[src/rtl/traffic_light_ctrl.sv]
// traffic_light_ctrl: main/side junction phase sequencer with 1 s prescaler and latched side demand.
// Optional night flashing mode is compiled in with `define NIGHT_MODE_EN.
module traffic_light_ctrl #(
    parameter int unsigned CLK_PER_SEC = 100000000,
    parameter int unsigned T_ALL_RED   = 1,
    parameter int unsigned T_RED_YEL   = 1,
    parameter int unsigned T_GREEN     = 10,
    parameter int unsigned T_YELLOW    = 2
) (
    input  logic       CLK,
    input  logic       RES,
    input  logic       REQ_S,
`ifdef NIGHT_MODE_EN
    input  logic       NIGHT,
`endif
    output logic [2:0] M_LIGHT,
    output logic [2:0] S_LIGHT,
    output logic [3:0] PHASE,
    output logic       PHASE_TICK
);
    typedef enum logic [3:0] {
        AR_A  = 4'd0,
        M_RY  = 4'd1,
        M_G   = 4'd2,
        M_Y   = 4'd3,
        AR_B  = 4'd4,
        S_RY  = 4'd5,
        S_G   = 4'd6,
        S_Y   = 4'd7,
        FLASH = 4'd8
    } state_t;

    localparam logic [31:0] PRE_MAX = 32'(CLK_PER_SEC - 1);
    localparam logic [7:0]  T_AR    = 8'(T_ALL_RED);
    localparam logic [7:0]  T_RY    = 8'(T_RED_YEL);
    localparam logic [7:0]  T_G     = 8'(T_GREEN);
    localparam logic [7:0]  T_Y     = 8'(T_YELLOW);

    state_t      state, state_nxt, state_prv, seq_nxt;
    logic [31:0] presc;
    logic [7:0]  sec, t_cur;
    logic        req_pending, sec_tick, phase_end, expired, night_req;

`ifdef NIGHT_MODE_EN
    assign night_req = NIGHT;
`else
    assign night_req = 1'b0;
`endif

    assign sec_tick  = presc == PRE_MAX;
    assign phase_end = sec_tick && sec == t_cur - 8'd1;
    // Main green past its minimum parks with sec saturated at T_G until demand arrives
    assign expired   = state == M_G && sec == T_G;
    assign PHASE     = state;

    always_comb begin
        t_cur = T_AR;
        case (state)
            M_RY, S_RY: t_cur = T_RY;
            M_G,  S_G:  t_cur = T_G;
            M_Y,  S_Y:  t_cur = T_Y;
            default:    t_cur = T_AR;
        endcase
    end

    always_comb begin
        seq_nxt   = AR_A;
        state_nxt = state;
        case (state)
            AR_A:    seq_nxt = M_RY;
            M_RY:    seq_nxt = M_G;
            M_G:     seq_nxt = M_Y;
            M_Y:     seq_nxt = AR_B;
            AR_B:    seq_nxt = S_RY;
            S_RY:    seq_nxt = S_G;
            S_G:     seq_nxt = S_Y;
            default: seq_nxt = AR_A;
        endcase
        if (state == FLASH)
            state_nxt = (sec_tick && !night_req) ? AR_A : FLASH;
        else if (phase_end || expired)
            state_nxt = night_req ? FLASH : (state == M_G && !req_pending) ? M_G : seq_nxt;
    end

    always_comb begin
        M_LIGHT = 3'b100;
        S_LIGHT = 3'b100;
        case (state)
            M_RY:    M_LIGHT = 3'b110;
            M_G:     M_LIGHT = 3'b001;
            M_Y:     M_LIGHT = 3'b010;
            S_RY:    S_LIGHT = 3'b110;
            S_G:     S_LIGHT = 3'b001;
            S_Y:     S_LIGHT = 3'b010;
            FLASH: begin
                M_LIGHT = sec[0] ? 3'b000 : 3'b010;
                S_LIGHT = sec[0] ? 3'b000 : 3'b010;
            end
            default: ;
        endcase
    end

    always_ff @(posedge CLK or posedge RES) begin
        if (RES) begin
            state       <= AR_A;
            state_prv   <= AR_A;
            PHASE_TICK  <= 1'b0;
            presc       <= '0;
            sec         <= '0;
            req_pending <= 1'b0;
        end else begin
            state      <= state_nxt;
            state_prv  <= state;
            PHASE_TICK <= state != state_prv;
            if (state_nxt != state) begin
                presc <= '0;
                sec   <= '0;
            end else if (!expired) begin
                presc <= sec_tick ? '0 : presc + 32'd1;
                sec   <= sec_tick ? sec + 8'd1 : sec;
            end
            // Demand on the first S_G cycle counts as served; FLASH freezes it
            if (state == S_G && state_prv != S_G)
                req_pending <= 1'b0;
            else if (REQ_S && state != FLASH)
                req_pending <= 1'b1;
        end
    end
endmodule
[config.mk]
export PLATFORM = sky130hd
export DESIGN_NAME = traffic_light_ctrl
export DESIGN_NICKNAME = d
export VERILOG_FILES = /design/src/rtl/traffic_light_ctrl.sv
export SDC_FILE = /design/constraint.sdc
export NUM_CORES = 1
export LEC_CHECK = 0
export CORE_ASPECT_RATIO = 0.5
export CORE_MARGIN = 2
export CORE_UTILIZATION = 25
export DETAILED_ROUTE_END_ITERATION = 16
export GPL_TIMING_DRIVEN = 0
export PLACE_DENSITY = 0.51
export SKIP_LAST_GASP = 1
export SYNTH_ARGS = -nofsm -noshare
export SYNTH_HDL_FRONTEND = slang
export SYNTH_SLANG_ARGS = --single-unit
[constraint.sdc]
create_clock -name CLK -period 7 [get_ports CLK]
set_clock_uncertainty 0.05 [all_clocks]
set_input_delay 1.4 -clock CLK [delete_from_list [all_inputs] [get_ports CLK]]
set_output_delay 1.4 -clock CLK [all_outputs]
set_load 0.02 [all_outputs]
After elaboration in Yosys (flattened, before gate mapping)
Index checks and enable logic that the tools add are counted.
{"block": "op_classes", "n_mul": 0, "n_mux": 17, "magnitude_cmp": 0, "n_reduce_logical": 13, "div_mod_pow": 0, "shifts": 0, "bitwise_logic": 0, "eq_ne": 16, "addsub": 3}
{"operator": "32-bit 2-to-1 mux", "n": 3}
{"operator": "32-bit by 1-bit adder with 32-bit output (second input constant)", "n": 1}
{"operator": "32-bit by 27-bit == test with 1-bit output (second input constant)", "n": 1}
{"operator": "8-bit 2-to-1 mux", "n": 3}
{"operator": "3-bit case mux with 4 select lines", "n": 2}
{"operator": "3-bit case mux with 7 select lines", "n": 1}
{"operator": "4-bit by 3-bit == test with 1-bit output (second input constant)", "n": 4}
{"operator": "4-bit 2-to-1 mux", "n": 4}
{"operator": "8-bit by 1-bit adder with 8-bit output (second input constant)", "n": 1}
{"operator": "4-bit by 2-bit == test with 1-bit output (second input constant)", "n": 2}
{"operator": "8-bit by 4-bit == test with 1-bit output (second input constant)", "n": 1}
{"operator": "8-bit == test", "n": 1}
{"operator": "4-bit inequality test", "n": 2}
{"operator": "4-bit case mux with 2 select lines", "n": 1}
{"operator": "8-bit by 1-bit subtractor with 8-bit output (second input constant)", "n": 1}
{"operator": "1-bit logical AND", "n": 5}
{"operator": "4-bit by 1-bit == test with 1-bit output (second input constant)", "n": 1}
{"operator": "4-bit == test (second input constant)", "n": 1}
{"operator": "4-bit logical NOT", "n": 1}
{"operator": "4-bit by 3-bit inequality test with 1-bit output (second input constant)", "n": 1}
{"operator": "4-bit inequality test (second input constant)", "n": 1}
{"operator": "2-bit nonzero test", "n": 2}
{"operator": "2-bit OR reduction", "n": 2}
{"operator": "1-bit 2-to-1 mux", "n": 2}
{"operator": "5 further kinds", "n": 5}
{"block": "totals", "ff_bits": 50, "mem_bits_ro": 0, "mem_bits_rw": 0, "latchBits": 0, "n_memories": 0}

Logic depth before layout (Yosys ltp)
{"block": "logic_depth", "ltp_word": 12, "depth_mapped": 9, "mapped_depth_nobuf": 7}

Worst setup path before layout
OpenSTA, ideal clock, no wires.
{"block": "synth_timing", "kind": "register -> output", "startpoint": "register state[1], in the netlist PHASE[1]", "endpoint": "output port S_LIGHT[2]", "n_path_buf": 1, "required_ns": 5.550, "t_arrival_ns": 1.715, "path_stages_with_launch": 6, "slack_ns": 3.835, "path_cell_list": "dfrtp_1 clkbuf_1 inv_1 and3_1 nand2_1 a21boi_0"}
{"block": "synth_between", "elab_chain_len": 2}
{"item": "from (decl)", "line_no": "39", "source": "state_t state, state_nxt, state_prv, seq_nxt;"}
{"item": "from (signal assigned)", "line_no": "112", "source": "state <= state_nxt;"}
{"item": "4-bit == test / 4-bit by 3-bit == test with 1-bit output (equally long branches)", "line_no": "88", "source": "case (state)"}
{"item": "3-bit case mux with 4 select lines (*)", "line_no": "88"}
{"item": "to (decl)", "line_no": "17", "source": "output logic [2:0] S_LIGHT,"}
Mark *: on every way between the ends. The rest lies on a longest branch, timed or not.

Worst setup path after layout
Ends and elaborated chain as after synthesis.

==> reports/metrics.csv <==
metric,value,unit
status,finished clean,
overflow,0,
drv_slew,0,
cts_sinks,50,
seq_area,0.00125,sq mm
reg2reg_slack,4190,ps
synth_top_flop_cell,dfrtp_1,
ys_seq_area_frac,0.418,
postCtsSetupBuffers,0,
antenna_left,0,
period_needed,3810,ps
setup_viol,0,
critPathLaunchType,register,
start_util,0.255,
reg2regPathDepth,7,
slowest_delay,620,ps
clk_path_buf_depth,2,
rsz0062_at_grt,no,
crit_path_cell_trace,clkbuf_1 -> inv_1 -> and3_1 -> nand2_1 -> a21boi_0 -> clkdlybuf4s50_1,
cp.required,5550,ps
fmax,0.262,GHz
crit_fanout,10,
final_net_count,355,
cp_data_arrival_time,2360,ps
drt-initial-drc-count,135,
io-pin-count,14,
die_x,159,um
wl,7660,um
globalplace.congestion,0.818,
syn_avg_cell_area,9.12,sq um
viasPerCell,5.07,
yosysTopAreaCell,dfrtp_1,
synth_cells,328,
die_h,81.4,um
r2r-start,presc[0]$_DFFE_PP0P_,
synth_common_cells,"dfrtp_1, nand2_1, nor2_1, a21oi_1, nand3_1",
r2r-end,PHASE[2]$_DFF_PP0_,
ys_types,59,
async_flop_share,1.00,
cts_resized,0,
cts_tree,yes,
synth_edf_count,0,
synth_fp_nets,334,
coreArea,0.0117,sq mm
antenna_found_initial,0,
slew_headroom,0.495,
vdd_ir_drop_max,0.0000845,V
hold_buffers,0,
wl_per_cell,14.9,um
path_clk_slew,60,ps
grt_pass1_vias,2495,
hold_depth,0,
antenna_cells,0,
power_density,156,mW/mm^2
fin_util,0.298,
final_layout_size_suffix_gt1_frac,0.0914,
maxCapViolations,0,
grt_util_all_layers,0.124,
rows,28,
clock_latency,290,ps
drc,0,
cts_made_buffers,5,
grt_max_degree,38,
dp_hpwl,5430,um
layout-area-overhead-vs-synth,16.8,%
final.fill_count,1242,
grt_pass1_wl,12800,um
synth_area,0.00299,sq mm
min_to,state_prv[2]$_DFF_PP0_,
power.leakage,1.37,nW
die-area,0.0129,sq mm
finalHoldViolations,0,
finalCritPeriodShare,0.545,
tightest_slew,757,ps
multi_input_area,0.00160,sq mm
synth.most_common_cell,dfrtp_1,
vias,2609,
fin_hold_ws,378,ps
critPathKind,register to output pin,
cp_slowest_cell,clkdlybuf4s50_1,
cts-htree-levels,2,
worstHoldStart,PHASE[2]$_DFF_PP0_,
port_buffers,13,
setup-tns-final,0,ps
cp-end-kind,output pin,
cts_root_buffer,clkbuf_16,
ys_warn_count,0,
first_pass_iters,4,
hp-class,register to register,
synth_top_area_share,0.418,
ys_ff_latch,50,
synthTopCellsByArea,"dfrtp_1, xnor2_1, nand2_1, nor2_1, a21oi_1",
power.total,0.545,mW
-- flip-flops by register name, indices dropped and copies added, names as in the netlist --
register	cells
sec	8
state_prv	4
presc	32
PHASE_TICK	1
req_pending	1
PHASE	4
-- through the flow --
| stage | cells | setup WS (ps) | instance area [sq um] |
|---|---|---|---|
| 2_1_floorplan | 328 | 3830 | 2990 |
| 3_3_place_gp | 506 | 3200 | 3330 |
| 3_5_place_dp | 507 | 3460 | 3350 |
| 4_1_cts | 515 | 3150 | 3500 |
| 5_1_grt | 515 | 2960 | 3500 |
| 6_report | 515 | 3190 | 3500 |
-- how the worst max path moves through the flow --
stage,start,end,slack (ps),cells after the start
floorplan,PHASE[1]$_DFF_PP0_,S_LIGHT[2],3830,5
global placement,RES,req_pending$_DFFE_PP0P_,3200,2
detailed placement,PHASE[1]$_DFF_PP0_,S_LIGHT[2],3460,6
CTS,PHASE[1]$_DFF_PP0_,S_LIGHT[2],3150,6
global route,PHASE[1]$_DFF_PP0_,S_LIGHT[2],2960,6
finish,PHASE[1]$_DFF_PP0_,S_LIGHT[2],3190,6
-- layout make-up --
class	instances	share of cell area
repair buffers	14	0.0429
flip-flops and latches	50	0.358
well taps	165	0.0590
clock buffers	7	0.0408
inverters	15	0.0161
plain buffers	15	0.0258
clock inverters	1	0.00143
multi-input cells	248	0.456
-- critical path, delay by kind of cell, from the launching register on --
| family | cells | cell delay [ps] |
|---|---|---|
| compound gates | 1 | 180 |
| simple gates | 2 | 340 |
| flops | 1 | 380 |
| buf+inv | 3 | 1170 |
-- cells by family after synthesis --
logic type                 count (synthesis)  share of synthesized area
AOI/OAI and AO/OA                         94                      0.222
muxes                                      3                     0.0100
adders and majority gates                  3                     0.0125
buffers and inverters                     30                     0.0489
DFF                                       50                      0.418
xor gates and xnor gates                  16                     0.0468
and+or+nand+nor                          132                      0.242
-- power breakdown --
| group | switching [mW] | internal [mW] |
|---|---|---|
| clock network | 0.106 | 0.142 |
| logic | 0.00609 | 0.00217 |
| registers | 0.0000000000000000385 | 0.289 |
| total | 0.112 | 0.433 |
-- per-layer routing --
layer  part of all wire  wire length (um)  track usage  vias up
met4              0.012                95       0.0440        0
met1               0.51              3930        0.166     1283
li1                   -                 -            -     1282
met2               0.44              3380        0.202       37
met5                  0                 0            0        -
met3              0.033               256       0.0271        7
-- cell usage in the layout, fill, tap and decap left out, types with 9 or more instances in the layout --
| cell type | netlist | final |
|---|---|---|
| dfrtp_1 | 50 | 50 |
| nand2_1 | 28 | 28 |
| nor2_1 | 26 | 26 |
| a21oi_1 | 17 | 17 |
| nand3_1 | 16 | 16 |
| inv_1 | 15 | 14 |
| xnor2_1 | 13 | 13 |
| clkdlybuf4s50_1 | 0 | 13 |
| o21ai_1 | 10 | 10 |
| or3_1 | 9 | 9 |
(Power assumes the default switching activity.)
